[src/rtl/divisor_pkg.sv]
// Shared defaults, types and helpers for the multi-channel tick/clock divider.
package divisor_pkg;

  localparam int unsigned NUM_CH_DEF   = 4;
  localparam int unsigned CNT_W_DEF    = 26;
  localparam int unsigned DIV_INIT_DEF = 4999;
  localparam int unsigned CH_W_DEF     = (NUM_CH_DEF > 1) ? $clog2(NUM_CH_DEF) : 1;

  typedef logic [CNT_W_DEF-1:0] div_t;
  typedef logic [CH_W_DEF-1:0]  ch_idx_t;

  // What a channel does on the coming edge, in priority order SYNC > WRAP/COUNT > HOLD.
  typedef enum logic [1:0] {
    ACC_HOLD,
    ACC_COUNT,
    ACC_WRAP,
    ACC_SYNC
  } accion_t;

  function automatic int unsigned ch_idx_w(input int unsigned n);
    return (n > 1) ? $clog2(n) : 1;
  endfunction

endpackage

[src/rtl/canal_divisor.sv]
// One divider channel: counter, active/shadow divisor, tick strobe and 50% clock.
module canal_divisor
  import divisor_pkg::*;
#(
  parameter int unsigned CNT_W    = CNT_W_DEF,
  parameter int unsigned DIV_INIT = DIV_INIT_DEF
) (
  input  logic             clk,
  input  logic             reset,
  input  logic             en,
  input  logic             sync,
  input  logic             wr,
  input  logic [CNT_W-1:0] wr_div,
  output logic             pend,
  output logic             tick,
  output logic             clk_div
);

  localparam logic [CNT_W-1:0] DIV_RST = CNT_W'(DIV_INIT);

  logic [CNT_W-1:0] cnt;
  logic [CNT_W-1:0] act;
  logic [CNT_W-1:0] shd;
  accion_t          accion;
  logic             reload;

  always_comb begin
    accion = ACC_HOLD;
    if (sync)
      accion = ACC_SYNC;
    else if (en)
      accion = (cnt == act) ? ACC_WRAP : ACC_COUNT;
  end

  // A pending divisor is adopted at any point where cnt is (or becomes) zero.
  assign reload = pend && (accion != ACC_COUNT);

  always_ff @(posedge clk) begin
    if (reset) begin
      cnt     <= '0;
      act     <= DIV_RST;
      shd     <= DIV_RST;
      pend    <= 1'b0;
      tick    <= 1'b0;
      clk_div <= 1'b0;
    end else begin
      tick <= (accion == ACC_WRAP);
      case (accion)
        ACC_SYNC: begin
          cnt     <= '0;
          clk_div <= 1'b0;
        end
        ACC_WRAP: begin
          cnt     <= '0;
          clk_div <= ~clk_div;
        end
        ACC_COUNT: cnt <= cnt + CNT_W'(1);
        default:   if (pend) cnt <= '0;
      endcase
      if (reload)
        act <= shd;
      // A write in the same cycle as a reload stays pending for the next one.
      if (wr) begin
        shd  <= wr_div;
        pend <= 1'b1;
      end else if (reload) begin
        pend <= 1'b0;
      end
    end
  end

endmodule

[src/rtl/generador_tics.sv]
// Multi-channel programmable clock divider: decodes divisor writes and fans out sync.
module generador_tics
  import divisor_pkg::*;
#(
  parameter int unsigned NUM_CH   = NUM_CH_DEF,
  parameter int unsigned CNT_W    = CNT_W_DEF,
  parameter int unsigned DIV_INIT = DIV_INIT_DEF
) (
  input  logic                          clk,
  input  logic                          reset,
  input  logic [NUM_CH-1:0]             en,
  input  logic                          sync,
  input  logic                          wr_en,
  input  logic [ch_idx_w(NUM_CH)-1:0]   wr_ch,
  input  logic [CNT_W-1:0]              wr_div,
  output logic [NUM_CH-1:0]             pend,
  output logic [NUM_CH-1:0]             tick,
  output logic [NUM_CH-1:0]             clk_div
);

  localparam int unsigned CH_W = ch_idx_w(NUM_CH);

  for (genvar i = 0; i < NUM_CH; i++) begin : g_canal
    // Out-of-range wr_ch values never match any channel index.
    logic wr;
    assign wr = wr_en && (wr_ch == CH_W'(i));

    canal_divisor #(
      .CNT_W    (CNT_W),
      .DIV_INIT (DIV_INIT)
    ) u_canal (
      .clk     (clk),
      .reset   (reset),
      .en      (en[i]),
      .sync    (sync),
      .wr      (wr),
      .wr_div  (wr_div),
      .pend    (pend[i]),
      .tick    (tick[i]),
      .clk_div (clk_div[i])
    );
  end

endmodule

[config.mk]
export PLATFORM = sky130hd
export DESIGN_NAME = generador_tics
export DESIGN_NICKNAME = d
export VERILOG_FILES = /design/src/rtl/divisor_pkg.sv /design/src/rtl/canal_divisor.sv /design/src/rtl/generador_tics.sv
export SDC_FILE = /design/constraint.sdc
export NUM_CORES = 1
export LEC_CHECK = 0
export BUFFER_PORTS_ARGS = -buffer_cell sky130_fd_sc_hd__buf_2
export CORE_ASPECT_RATIO = 1.75
export CORE_MARGIN = 2
export CORE_UTILIZATION = 50
export DETAILED_ROUTE_END_ITERATION = 16
export PLACE_DENSITY = 0.63
export SYNTH_ARGS = -nofsm -noshare
export SYNTH_HDL_FRONTEND = slang
export SYNTH_HIERARCHICAL = 1
export SYNTH_SLANG_ARGS = --single-unit
[constraint.sdc]
create_clock -name clk -period 2.5 [get_ports clk]
set_input_delay 0.125 -clock clk [delete_from_list [all_inputs] [get_ports clk]]
set_output_delay 0.125 -clock clk [all_outputs]
set_load 0.02 [all_outputs]
==> results.md, run 1 <==
Clock tree:
- The number of buffers inserted during clock tree synthesis is 30.
- The tree is rooted in a sky130_fd_sc_hd__clkbuf_16.
- The number of sinks handled by clock tree synthesis is between 300 and 400.
- The clock-pin slew reported for the worst setup and hold paths after clock tree synthesis is about 0.070 ns.
- The latest clock arrival within the worst-skew pair is 0.57 ns.
- CTS built an H-tree with a depth of 1.
- TritonCTS built the clock tree.
- The clock tree buffer depth is 3.

Die:
- The floorplan step defined a die boundary enclosing approximately 0.03 mm^2.
- The row count is 82.
- The die is about 130 um wide.
- The starting density of the core is about half.
- 48 I/O pins were placed.
- The floorplan die height is around 230 um.
- After floorplanning, the core was sized to cover approximately 0.029 mm^2.

Run:
- Across the run, the number of max-cap violations was 0.

Synthesis:
- Summing every instance area after synthesis gives between 0.01 and 0.015 mm^2.
- During synthesis, Yosys emitted a total of 6 warnings.
- Of all flip-flops after synthesis, the portion carrying an async set or reset was 0%.
- The fraction of the mapped netlist area in adder cells is 0.3454%.
- After synthesis, the most frequently instantiated cells are sky130_fd_sc_hd__dfxtp_1 (324), sky130_fd_sc_hd__nor2_1 (192), sky130_fd_sc_hd__mux2i_1 (156), sky130_fd_sc_hd__xor2_1 (112), sky130_fd_sc_hd__nand2_1 (92).
- The fraction of post-synthesis cell area in the top cell type by area is between 40% and 50%.
- For this run, the leading register cell type out of synthesis is sky130_fd_sc_hd__dfxtp_1.
- The gate count after technology mapping is between 1,500 and 2,000.
- The synthesized area per cell is 9.337 um^2.
- After synthesis, the largest family of logic cells by area is simple AND/OR/NAND/NOR gates.
- The number of distinct library cells after synthesis is 45.
- Summing the areas of all compound-gate instances in the mapped netlist gives a little over a tenth of the synthesized area.
- The synthesized-area fraction occupied by xor and xnor cells is between 7 and 8%.
- In the synthesized netlist, mux cells make up between 10% and 20% of the area.
- The synthesis-stage register bit count is roughly 320.
- The dominant cell by count in the synthesized netlist is sky130_fd_sc_hd__dfxtp_1.
- The synthesized netlist devotes between 20% and 30% of its cell area to simple gates.
- The leading area contributor after synthesis is sky130_fd_sc_hd__dfxtp_1.
- The number of nets produced by synthesis is about 1,600.
- The sequential share of the synthesized area is approximately 45%.
- The number of enable flip-flop cells after synthesis is 0.
- In the post-synthesis netlist, the biggest area contributors are sky130_fd_sc_hd__dfxtp_1 (45%), sky130_fd_sc_hd__mux2i_1 (11%), sky130_fd_sc_hd__xor2_1 (6.8%), sky130_fd_sc_hd__nor2_1 (5.0%), sky130_fd_sc_hd__a211o_1 (3.6%).

STA:
- Clock skew on the completed layout was measured at roughly 0.0083 ns.
- For the pin with the worst max-slew slack, the measured transition is 0.9267 ns.
- The maximum clock frequency is approximately 420 MHz.
- The share of the cycle needed by the critical path after routing is approximately 94%.
- Setup repair after global routing left no endpoint under its margin.
- The clock period minus worst slack is 2.355 ns.
- The post-route setup TNS is 0 ns.
- Setup violations remaining at the end of the flow were counted as 0.
- The hold violation total from the final report is 0.
- Hold timing on the final database bottoms out at a slack of 0.1527 ns.
- The worst slew margin relative to its limit is between 30% and 40%.
- The total count of max-transition violations in the final report is 0.

Layout:
- In the final layout, the share of cells above drive strength 1 is between 10% and 20%.
- 0 antenna diodes ended up in the layout.
- The number of nets in the finished design is between 1,500 and 2,000.
- The final non-filler cell area is 0.01647 mm^2.
- The area overhead of the layout relative to synthesis is 13.68%.
- For this run, the number of standard cells in the final layout without fillers is roughly 2,000.

Worst setup path:
- The worst setup path is launched from a flip-flop.
- At the worst endpoint, the required time is around 3.0 ns.
- The number of cells on the worst reg-to-reg path is 7.
- Of all nets on the critical path, the largest fanout is 14.
- In this run the worst setup path begins at g_canal[3].u_canal/cnt[18]$_SDFFE_PP0P_.
- In this run the critical register-to-register path is launched from g_canal[3].u_canal/cnt[18]$_SDFFE_PP0P_.
- The capture point of the critical path is g_canal[3].u_canal/act[12]$_SDFFE_PP1P_.
- The capture point of the worst reg-to-reg path is g_canal[3].u_canal/act[12]$_SDFFE_PP1P_.
- In this run the register-to-register setup slack is approximately 0.14 ns.
- The worst setup path category is flip-flop to flip-flop.
- The critical path endpoint category is a flip-flop.
- The data arrival time of the worst path is 2.82 ns.

Global routing:
- The number of antenna violations at the first check in global routing is 0.
- The global-route wire length before repair is between 50,000 and 60,000 um.
- Entering global routing, the biggest net connects 94 pins.
- The total overflow left after global routing is 0.
- The number of global-route vias before repair came to 10,472.
- The total global routing track utilization is between 20 and 25%.

Routing:
- The remaining antenna violation count after routing is 0.
- The total wire length is around 35,000 um.
- The final routed DRC violation total is 0.
- After the first detailed-routing iteration, the DRC count stood at roughly 510.
- The total number of vias is approximately 11,000.
- The detailed-routing iteration count for the pre-antenna-repair pass is 4.
- In the routed layout, each cell is associated on average with a via count of ~5.5.
- The routed length per placed instance is around 17 um.

Power and ir drop:
- The total power is approximately 0.011 W.
- The relative contribution of the clock network to total power is between 40% and 50%.
- Dividing total power by cell area gives a power density of 668.0 mW/mm^2.
- Summed over all cells, the static leakage comes to between 6 and 7 nW.
- In this run the power spent charging and discharging nets is approximately 0.0025 W.
- The portion of total power attributed to combinational logic is under 10%.
- The internal cell power is 0.008539 W.
- IR analysis of the VDD net gives a maximum drop of roughly 0.55 mV.
- Net switching is 22.41% of the power.
- Registers are responsible for 48.3% of the overall power.

Worst hold path:
- The type of the tightest min-delay check is input port to flip-flop.
- The worst hold path startpoint is sync.

Place:
- Summed over all nets, the half-perimeter wirelength after detailed placement is around 24,000 um.
- The placement-stage cell area is between 0.015 and 0.02 mm^2.
- The congestion estimate from routability-driven global placement came to around 0.84.
- Buffers placed on the I/O ports in this run total 47.
- The number of placed cells counting well taps is 1,924.

Outcome:
- The run finished with clean final reports.
[worst max-delay path: stages (launching register included)]
cell                      delay (ns)
sky130_fd_sc_hd__dfxtp_1        0.36
sky130_fd_sc_hd__xor2_1         0.18
sky130_fd_sc_hd__nor4_1         0.44
sky130_fd_sc_hd__nand4_2        0.28
sky130_fd_sc_hd__o21ai_4        0.43
sky130_fd_sc_hd__buf_4          0.23
sky130_fd_sc_hd__nor2b_1        0.05
sky130_fd_sc_hd__a211o_1        0.27
[metrics by stage]
step                worst slack (ns)  util (%)
finish                        0.1445     57.55
global route                0.006941     57.55
CTS                          0.09452     57.40
detailed placement            0.1123     52.45
global placement              0.1823     52.45
floorplan                     0.5511         -
[flip-flops by register name, indices dropped and copies added (netlist names)]
signal	flops
g_canal.u_canal/clk_div	4
g_canal.u_canal/tick	4
g_canal.u_canal/shd	104
g_canal.u_canal/cnt	104
g_canal.u_canal/act	104
g_canal.u_canal/pend	4
[cell type report]
type                    instances  area [um^2]
clock buffers                  39        855.8
clock inverters                17        249.0
fillers                      2532        12150
inverters                      32        120.1
multi-input cells            1104         7370
flip-flops and latches        324         6486
well taps                     378        473.0
repair buffers                122        919.6
[power by group through the flow]
stage,Combinational [W],Sequential [W],Clock [W]
2_1_floorplan,0.000393,0.00541,0
3_3_place_gp,0.000563,0.00543,0
3_5_place_dp,0.000571,0.00543,0
4_1_cts,0.000611,0.00531,0.00518
5_1_grt,0.000666,0.00532,0.00539
6_report,0.000614,0.00531,0.00508
[kinds of logic (layout without fill, tap and decap cells)]
| family | Yosys count | after routing |
|---|---|---|
| compound gates | 220 | 220 |
| flops | 324 | 324 |
| buf+inv | 124 | 210 |
| mux | 156 | 156 |
| xor+xnor | 116 | 116 |
| simple gates | 608 | 608 |
| fa+ha+maj | 4 | 4 |
[how the worst min path moves through the flow]
stage          cells past startpoint                                endpoint
2_1_floorplan                      1  g_canal[0].u_canal/shd[0]$_SDFFE_PP1P_
3_3_place_gp                       1  g_canal[2].u_canal/act[8]$_SDFFE_PP1P_
3_5_place_dp                       1  g_canal[2].u_canal/act[8]$_SDFFE_PP1P_
4_1_cts                            4    g_canal[1].u_canal/pend$_SDFFE_PP0P_
5_1_grt                            4    g_canal[3].u_canal/pend$_SDFFE_PP0P_
6_report                           4    g_canal[2].u_canal/pend$_SDFFE_PP0P_
[cells in the final DEF, fill, tap and decap left out, drive strengths merged, types with 5 or more instances in the layout]
master / netlist / layout
and3: 25 / 25
o311ai: 20 / 20
bufinv: 0 / 6
o21a: 8 / 8
a21oi: 44 / 44
buf: 48 / 91
nor4: 24 / 24
dlygate4sd3: 0 / 31
o21ai: 52 / 52
xor2: 112 / 112
nor2b: 48 / 48
dfxtp: 324 / 324
or3: 40 / 40
nand3: 84 / 84
nand4: 32 / 32
a21o: 16 / 16
a211o: 60 / 60
clkbuf: 44 / 39
nor2: 192 / 192
mux2i: 156 / 156
and2b: 12 / 12
nand2: 92 / 92
nor3: 28 / 28
nor3b: 5 / 5
clkinv: 0 / 7
or2: 8 / 8
inv: 32 / 32
[repair_timing]
item	4_1_cts	5_1_grt
hold buffers	31	0
endpoints found under the hold margin	129	0
resized for setup	0	1
setup endpoints to repair	0	15
setup buffers	0	5
[metal layers]
layer / GRT usage [%] / part of all wire [%] / vias up / wire length (um)
met2: 41.16 / 51 / 185 / 17890
li1: - / - / 5575 / -
met5: 0 / 0 / - / 0
met1: 27.71 / 43 / 5196 / 15040
met4: 8.905 / 3.4 / 0 / 1187
met3: 2.590 / 2.9 / 59 / 1010
Power figures use the tool's default switching activity.
==> inputs of run 2 (changes only) <==
--- a/config.mk
+++ b/config.mk
@@ -5,12 +5,12 @@
 export SDC_FILE = /design/constraint.sdc
 export NUM_CORES = 1
 export LEC_CHECK = 0
-export BUFFER_PORTS_ARGS = -buffer_cell sky130_fd_sc_hd__buf_2
 export CORE_ASPECT_RATIO = 1.75
 export CORE_MARGIN = 2
-export CORE_UTILIZATION = 50
+export CORE_UTILIZATION = 64
 export DETAILED_ROUTE_END_ITERATION = 16
-export PLACE_DENSITY = 0.63
+export DONT_BUFFER_PORTS = 1
+export PLACE_DENSITY = 0.77
 export SYNTH_ARGS = -nofsm -noshare
 export SYNTH_HDL_FRONTEND = slang
 export SYNTH_HIERARCHICAL = 1
==> results.md, run 2 (synthesized netlist as in run 1, its figures left out) <==
Outcome:
- The flow ran to the end, and the final reports show no timing, DRC or antenna violations.

Worst setup path:
- The worst setup path is launched from a flip-flop.
- The startpoint identified for the worst register-to-register timing path is g_canal[0].u_canal/cnt[15]$_SDFFE_PP0P_.
- The data required time at the worst endpoint is 2.95 ns (about the same).
- The critical path is of the flip-flop to flip-flop type.
- The peak fanout along the critical path is 11 (-3).
- STA classifies the critical path endpoint as a flip-flop.
- The data arrival time of the worst path is 2.88 ns (+0.06 ns).
- The endpoint identified for the worst register-to-register timing path is g_canal[0].u_canal/cnt[20]$_SDFFE_PP0P_.
- The depth of the most critical reg-to-reg path was 6 (-1).
- The register-to-register setup slack was 0.07 ns (-0.07 ns).

Routing:
- The total number of vias is 11,952 (+8.5%).
- The total wire length is 38,640 um (+10%).
- The average via count per standard cell is 6.055 (+11%).
- The number of design-rule violations left by the first detailed-router iteration was 1,023 (+100%).
- The remaining antenna violation count after routing was 0 (unchanged).
- The routed length per placed instance is 19.57 um (+12%).
- The final routed DRC violation total is 0 (unchanged).
- The detailed-routing iteration count for the pre-antenna-repair pass is 5 (+1).

Layout:
- The sequential cell area is 0.006487 mm^2 (about the same).
- The top cell types in the final layout, fill and taps aside, are sky130_fd_sc_hd__dfxtp_1 (323), sky130_fd_sc_hd__nor2_1 (192), sky130_fd_sc_hd__mux2i_1 (156).
- The count of filler cells inserted in the layout is 1,497 (-41%).
- The commonest non-fill, non-tap cell in the layout is sky130_fd_sc_hd__dfxtp_1.
- The count of non-filler cells in the finished layout came to 1,974 (-2.1%).
- The largest registers in the layout are g_canal.u_canal/act x104, g_canal.u_canal/cnt x104, g_canal.u_canal/shd x104.
- The number of nets in the finished design is 1,692 (+2.3%).
- The fraction of final layout cells with drive strength greater than 1 is 8.961% (-2.3 points).
- The area of the multi-input gates was 0.007388 mm^2 (+0.25%).
- The area growth from synthesis to layout is 17.10%.

Die:
- The die outline width is 117.8 um (-11%).
- The floorplan die height is 203.1 um (-11%).
- The starting density of the core came to 65.39% (+15 points).
- The row count is 72 (-12%).
- The core box area is 0.02216 mm^2 (-23%).
- The boundary pin count is 48 (unchanged).
- The die footprint came to 0.02391 mm^2 (-21%).

STA:
- The total count of max-transition violations in the final report is 0 (unchanged).
- The clock period minus worst slack is 2.430 ns (+0.07480 ns).
- The count of final setup violators was 0 (unchanged).
- The final setup skew was 0.01320 ns (+0.004895 ns).
- The share of the cycle needed by the critical path after routing is 97.21% (+3.0 points).
- The measured slew at the worst slew-check pin came to 0.9070 ns (-0.01970 ns).
- The post-route setup TNS is 0 ns (unchanged).
- The maximum clock frequency is 411.5 MHz (-3.1%).
- The worst slew margin relative to its limit came to 39.54% (+1.3 points).
- The hold violation total from the final report came to 0 (unchanged).

Place:
- The detailed-placement wirelength estimate came to 22,680 um (-7.4%).
- The count of input and output buffers came to 0 (-100%).
- The final RePlAce weighted congestion is 0.8737 (+3.9%).
- The number of placed cells counting well taps is 1,800 (-6.4%).

Global routing:
- The number of antenna violations at the first check in global routing is 3 (+3).
- The largest net degree at the start of global routing is 138 (+47%).
- The total global routing track utilization is 32.25% (+9.4 points).
- The number of global-route vias before repair is 11,930 (+14%).
- The residual overflow from global routing was 0 (unchanged).
- The global-route wire length before repair is 62,360 um (+11%).

Power and ir drop:
- The leakage power figure is 6.637 nW (+3.9%).
- The maximum VDD drop was 0.5377 mV (-3.0%).
- The power per cell area is 642.5 mW/mm^2 (-3.8%).

Worst hold path:
- The instance count along the most critical hold path is 3 (-1).
- The worst hold path endpoint is g_canal[3].u_canal/cnt[5]$_SDFFE_PP0P_.
- The min-delay analysis places its worst path in the category input port to flip-flop.
- The worst hold path startpoint is en[3].

Clock tree:
- The clock tree buffer depth is 3 (unchanged).
- The clock-pin slew reported for the worst setup and hold paths after clock tree synthesis is 0.07 ns (about the same).
- The TritonCTS clock tree is done.
- The latest clock arrival within the worst-skew pair is 0.57 ns (about the same).
- The number of sinks handled by clock tree synthesis is 324 (unchanged).
- The number of buffers inserted during clock tree synthesis is 28 (-6.7%).
- The number of levels in the clock H-tree is 1 (unchanged).
- The tree is rooted in a sky130_fd_sc_hd__clkbuf_16.

Run:
- The reported max-cap violation count is 0 (unchanged).
run 2: metal layers:
layer  up-vias  GRT usage [%]  share of wire, %  wire [um]
met5         -              0                 0          0
met4         0          22.89               7.0       2715
met3       143          4.775               5.2       1996
met2       390          55.48                49      18990
met1      5770          36.43                39      14930
li1       5649              -                 -          -
run 2: final cells by class:
cell class,count,area share (%)
diodes,4,0.05899
clock buffers,34,4.564
clock inverters,18,1.703
inverters,32,0.7079
multi-input cells,1104,43.54
flip-flops and latches,324,38.23
well taps,296,2.183
repair buffers,162,9.010
run 2: how the worst max path moves through the flow:
stage / start / end / slack [ns] / cells after the start
finish: g_canal[0].u_canal/cnt[15]$_SDFFE_PP0P_ / g_canal[0].u_canal/cnt[20]$_SDFFE_PP0P_ / 0.07 / 6
global route: g_canal[2].u_canal/cnt[18]$_SDFFE_PP0P_ / g_canal[2].u_canal/act[23]$_SDFFE_PP0P_ / -0.07 / 7
CTS: g_canal[2].u_canal/cnt[6]$_SDFFE_PP0P_ / g_canal[2].u_canal/act[23]$_SDFFE_PP0P_ / 0.04 / 7
detailed placement: g_canal[0].u_canal/cnt[13]$_SDFFE_PP0P_ / g_canal[0].u_canal/act[19]$_SDFFE_PP0P_ / 0.10 / 7
global placement: g_canal[0].u_canal/cnt[13]$_SDFFE_PP0P_ / g_canal[0].u_canal/act[19]$_SDFFE_PP0P_ / 0.13 / 7
floorplan: g_canal[0].u_canal/cnt[2]$_SDFFE_PP0P_ / g_canal[0].u_canal/cnt[20]$_SDFFE_PP0P_ / 0.55 / 8
run 2: critical path, stage by stage (launching register included):
cell                      delay [ns]
sky130_fd_sc_hd__dfxtp_1        0.37
sky130_fd_sc_hd__xor2_1         0.19
sky130_fd_sc_hd__nor4_1         0.57
sky130_fd_sc_hd__nand3_1        0.26
sky130_fd_sc_hd__o211a_1        0.43
sky130_fd_sc_hd__and3_1         0.24
sky130_fd_sc_hd__a211o_1        0.25
run 2: power breakdown:
group	switching, W	internal [W]	total (W)
Combinational	0.000317	0.000287	0.000604
Clock	0.00203	0.00294	0.00498
Sequential	0.0000699	0.00525	0.00532
Total	0.00242	0.00848	0.0109
run 2: repair_timing:
item	4_1_cts	5_1_grt
setup endpoints to repair	0	21
gates resized for setup	0	5
endpoints found under the hold margin	258	0
hold buffers	108	0
setup buffers	0	10
run 2: stage by stage:
stage / instance area (um^2) / setup WS (ns) / hold slack [ns] / power, W / util, %
2_1_floorplan: 14490 / 0.5511 / 0.2474 / 0.005803 / -
3_3_place_gp: 14700 / 0.1310 / 0.2218 / 0.005816 / 66.31
3_5_place_dp: 14700 / 0.1020 / 0.2425 / 0.005830 / 66.31
4_1_cts: 16860 / 0.04185 / 0.01345 / 0.01089 / 76.07
5_1_grt: 16970 / -0.06621 / 0.03276 / 0.01120 / 76.56
6_report: 16970 / 0.06973 / 0.01638 / 0.01090 / 76.57
==> inputs of run 3 (changes only) <==
--- a/config.mk
+++ b/config.mk
@@ -11,6 +11,7 @@
 export DETAILED_ROUTE_END_ITERATION = 16
 export DONT_BUFFER_PORTS = 1
 export PLACE_DENSITY = 0.77
+export REMOVE_ABC_BUFFERS = 1
 export SYNTH_ARGS = -nofsm -noshare
 export SYNTH_HDL_FRONTEND = slang
 export SYNTH_HIERARCHICAL = 1
==> constraint.sdc (replaced) <==
create_clock -name clk -period 2.5 [get_ports clk]
set_input_delay 0.25 -clock clk [delete_from_list [all_inputs] [get_ports clk]]
set_output_delay 0.25 -clock clk [all_outputs]
set_load 0.02 [all_outputs]
==> results.md, run 3 (synthesized netlist as in run 1, its figures left out) <==
Worst hold path:
- The min-delay analysis places its worst path in the category input port to flip-flop.
- The instance count along the most critical hold path is 3 (unchanged).
- The worst hold path endpoint is g_canal[2].u_canal/cnt[5]$_SDFFE_PP0P_.
- The worst hold path startpoint is sync.

Power and ir drop:
- The maximum VDD drop is 0.6855 mV (+28%).
- The total power was 0.01070 W (-1.9%).
- The leakage power figure is 6.615 nW (-0.33%).
- The power per cell area was 631.8 mW/mm^2 (-1.7%).

Layout:
- The area of the multi-input gates is 0.007407 mm^2 (+0.25%).
- The number of nets in the finished design is 1,691 (-0.059%).
- The final design utilization is 76.39% (-0.18 points).
- The count of filler cells inserted in the layout is 1,503 (+0.40%).
- The library cells used most frequently in the layout, excluding fill and tap cells, are sky130_fd_sc_hd__dfxtp_1 (320), sky130_fd_sc_hd__nor2_1 (192), sky130_fd_sc_hd__mux2i_1 (156).
- The count of non-filler cells in the finished layout is 1,971 (-0.15%).
- Leaving out fill and tap cells, the most frequent cell in the layout is sky130_fd_sc_hd__dfxtp_1.
- In the final layout, the registers with the most flip-flops are g_canal.u_canal/act x104, g_canal.u_canal/cnt x104, g_canal.u_canal/shd x104.
- The fraction of final layout cells with drive strength greater than 1 is 8.901% (-0.060 points).
- The area overhead of the layout relative to synthesis is 16.83%.
- The sequential cell area is 0.006491 mm^2 (about the same).

STA:
- The share of the cycle needed by the critical path after routing is 94.81% (-2.4 points).
- The hold violation total from the final report is 0 (unchanged).
- The final worst-path setup slack was 0.1298 ns (+0.06007 ns).
- The measured slew at the worst slew-check pin is 0.9004 ns (-0.006591 ns).
- The final setup skew is 0.03248 ns (+0.01928 ns).
- The clock period minus worst slack came to 2.370 ns (-0.06007 ns).
- The total count of max-transition violations in the final report is 0 (unchanged).
- The final-layout worst hold slack came to 0.05721 ns (+0.04082 ns).
- The maximum clock frequency is 421.9 MHz (+2.5%).
- The count of final setup violators was 0 (unchanged).
- The worst slew margin relative to its limit came to 39.98% (+0.44 points).

Worst setup path:
- The register-to-register setup slack was 0.13 ns (+0.06 ns).
- The depth of the most critical reg-to-reg path was 7 (+1).
- The critical path is of the flip-flop to flip-flop type.
- The data required time at the worst endpoint is 2.97 ns (+0.02 ns).
- The critical path endpoint category is a flip-flop.
- The data arrival time of the worst path is 2.84 ns (-0.04 ns).
- The capture point of the worst reg-to-reg path is g_canal[2].u_canal/pend$_SDFFE_PP0P_.
- The worst setup path is launched from a flip-flop.
- The worst reg2reg path startpoint is g_canal[2].u_canal/cnt[2]$_SDFFE_PP0P_.
- The peak fanout along the critical path is 6 (-5).

Clock tree:
- The clock-pin slew reported for the worst setup and hold paths after clock tree synthesis is 0.07 ns (about the same).
- The number of buffers inserted during clock tree synthesis is 29 (+3.6%).
- The TritonCTS clock tree is done.
- The master cell of the clock root buffer is sky130_fd_sc_hd__clkbuf_16.
- The clock tree buffer depth is 3 (unchanged).
- The number of sinks handled by clock tree synthesis is 324 (unchanged).
- The latest clock arrival within the worst-skew pair is 0.58 ns (about the same).
- The number of levels in the clock H-tree was 1 (unchanged).

Place:
- The detailed-placement wirelength estimate is 22,830 um (+0.70%).
- The final RePlAce weighted congestion is 0.8769 (+0.37%).
- The number of placed cells counting well taps was 1,794 (-0.33%).
- The pre-CTS setup slack is 0.1661 ns (+0.06412 ns).
- The count of input and output buffers is 0 (unchanged).

Routing:
- The detailed-routing iteration count for the pre-antenna-repair pass is 5 (unchanged).
- The number of design-rule violations left by the first detailed-router iteration is 927 (-9.4%).
- The final routed DRC violation total was 0 (unchanged).
- The total wire length is 37,490 um (-3.0%).
- The routed length per placed instance is 19.02 um (-2.8%).
- The remaining antenna violation count after routing was 0 (unchanged).
- The total number of vias was 11,716 (-2.0%).
- The average via count per standard cell was 5.944 (-1.8%).

Global routing:
- The total global routing track utilization is 31.19% (-1.1 points).
- The global-route wire length before repair is 60,420 um (-3.1%).
- The largest net degree at the start of global routing is 133 (-3.6%).
- The number of antenna violations at the first check in global routing is 0 (-3).
- The residual overflow from global routing was 0 (unchanged).
- The number of global-route vias before repair came to 11,585 (-2.9%).

Run:
- The reported max-cap violation count came to 0 (unchanged).

Die:
- The floorplan die height is 203.1 um (unchanged).
- The starting density of the core was 65.39% (unchanged).
- The boundary pin count was 48 (unchanged).
- The die footprint is 0.02391 mm^2 (unchanged).
- The core box area is 0.02216 mm^2 (unchanged).
- The row count is 72 (unchanged).
- The die outline width came to 117.8 um (unchanged).

Outcome:
- The flow ran to the end, and the final reports show no timing, DRC or antenna violations.
## run 3: cell count changes in the layout (fill, tap and decap cells not counted), sizes merged, moves of 2 or more
cell	delta
clkinvlp	-2
bufinv	-3
inv	+2
dlygate4sd3	+6
clkbuf	+4
diode	-3
buf	-8
## run 3: repair_timing
action / CTS / global route
hold buffers: 114 / 0
setup buffers: 0 / 8
setup endpoints to repair: 0 / 21
endpoints found under the hold margin: 228 / 0
resized for setup: 0 / 11
## run 3: worst max path at each step
stage / cells after the start / start / end
2_1_floorplan: 6 / g_canal[0].u_canal/cnt[18]$_SDFFE_PP0P_ / g_canal[0].u_canal/act[1]$_SDFFE_PP1P_
3_3_place_gp: 6 / g_canal[3].u_canal/cnt[10]$_SDFFE_PP0P_ / g_canal[3].u_canal/cnt[20]$_SDFFE_PP0P_
3_5_place_dp: 6 / g_canal[3].u_canal/cnt[10]$_SDFFE_PP0P_ / g_canal[3].u_canal/cnt[14]$_SDFFE_PP0P_
4_1_cts: 7 / g_canal[2].u_canal/cnt[10]$_SDFFE_PP0P_ / g_canal[2].u_canal/pend$_SDFFE_PP0P_
5_1_grt: 7 / g_canal[1].u_canal/cnt[0]$_SDFFE_PP0P_ / g_canal[1].u_canal/pend$_SDFFE_PP0P_
6_report: 7 / g_canal[2].u_canal/cnt[2]$_SDFFE_PP0P_ / g_canal[2].u_canal/pend$_SDFFE_PP0P_
## run 3: where the power goes
group	total, W	internal [W]	switching, W
logic	0.000600	0.000290	0.000310
clock network	0.00478	0.00274	0.00204
registers	0.00532	0.00525	0.0000695
total	0.0107	0.00828	0.00242
## run 3: stage by stage
stage	instance area [um^2]	TNS [ns]
2_1_floorplan	13910	-4.391
3_3_place_gp	14640	0
3_5_place_dp	14640	0
4_1_cts	16820	0
5_1_grt	16930	-0.01267
6_report	16930	0
## run 3: area by class of cell
| cell class | instances | share of cell area, % |
|---|---|---|
| Sequential cell | 324 | 38.34 |
| Antenna cell | 1 | 0.01478 |
| Inverter | 32 | 0.7095 |
| Multi-Input combinational cell | 1104 | 43.75 |
| Clock buffer | 38 | 4.841 |
| Timing Repair Buffer | 160 | 8.957 |
| Clock inverter | 16 | 1.197 |
| Tap cell | 296 | 2.188 |
## run 3: metal layers
layer | vias up | global-route usage, % | wire, um
met3 | 118 | 4.101 | 1429
met4 | 0 | 18.55 | 2574
met1 | 5651 | 35.08 | 14770
met2 | 281 | 55.90 | 18710
met5 | - | 0 | 0
li1 | 5666 | - | -
## run 3: critical path, cell delays in order, from the launching register on
cell	delay, ns
sky130_fd_sc_hd__dfxtp_1	0.47
sky130_fd_sc_hd__xor2_1	0.13
sky130_fd_sc_hd__nor4_2	0.31
sky130_fd_sc_hd__nand4_2	0.22
sky130_fd_sc_hd__or2_2	0.40
sky130_fd_sc_hd__a21oi_1	0.14
sky130_fd_sc_hd__nor2_1	0.06
sky130_fd_sc_hd__dlygate4sd3_1	0.55
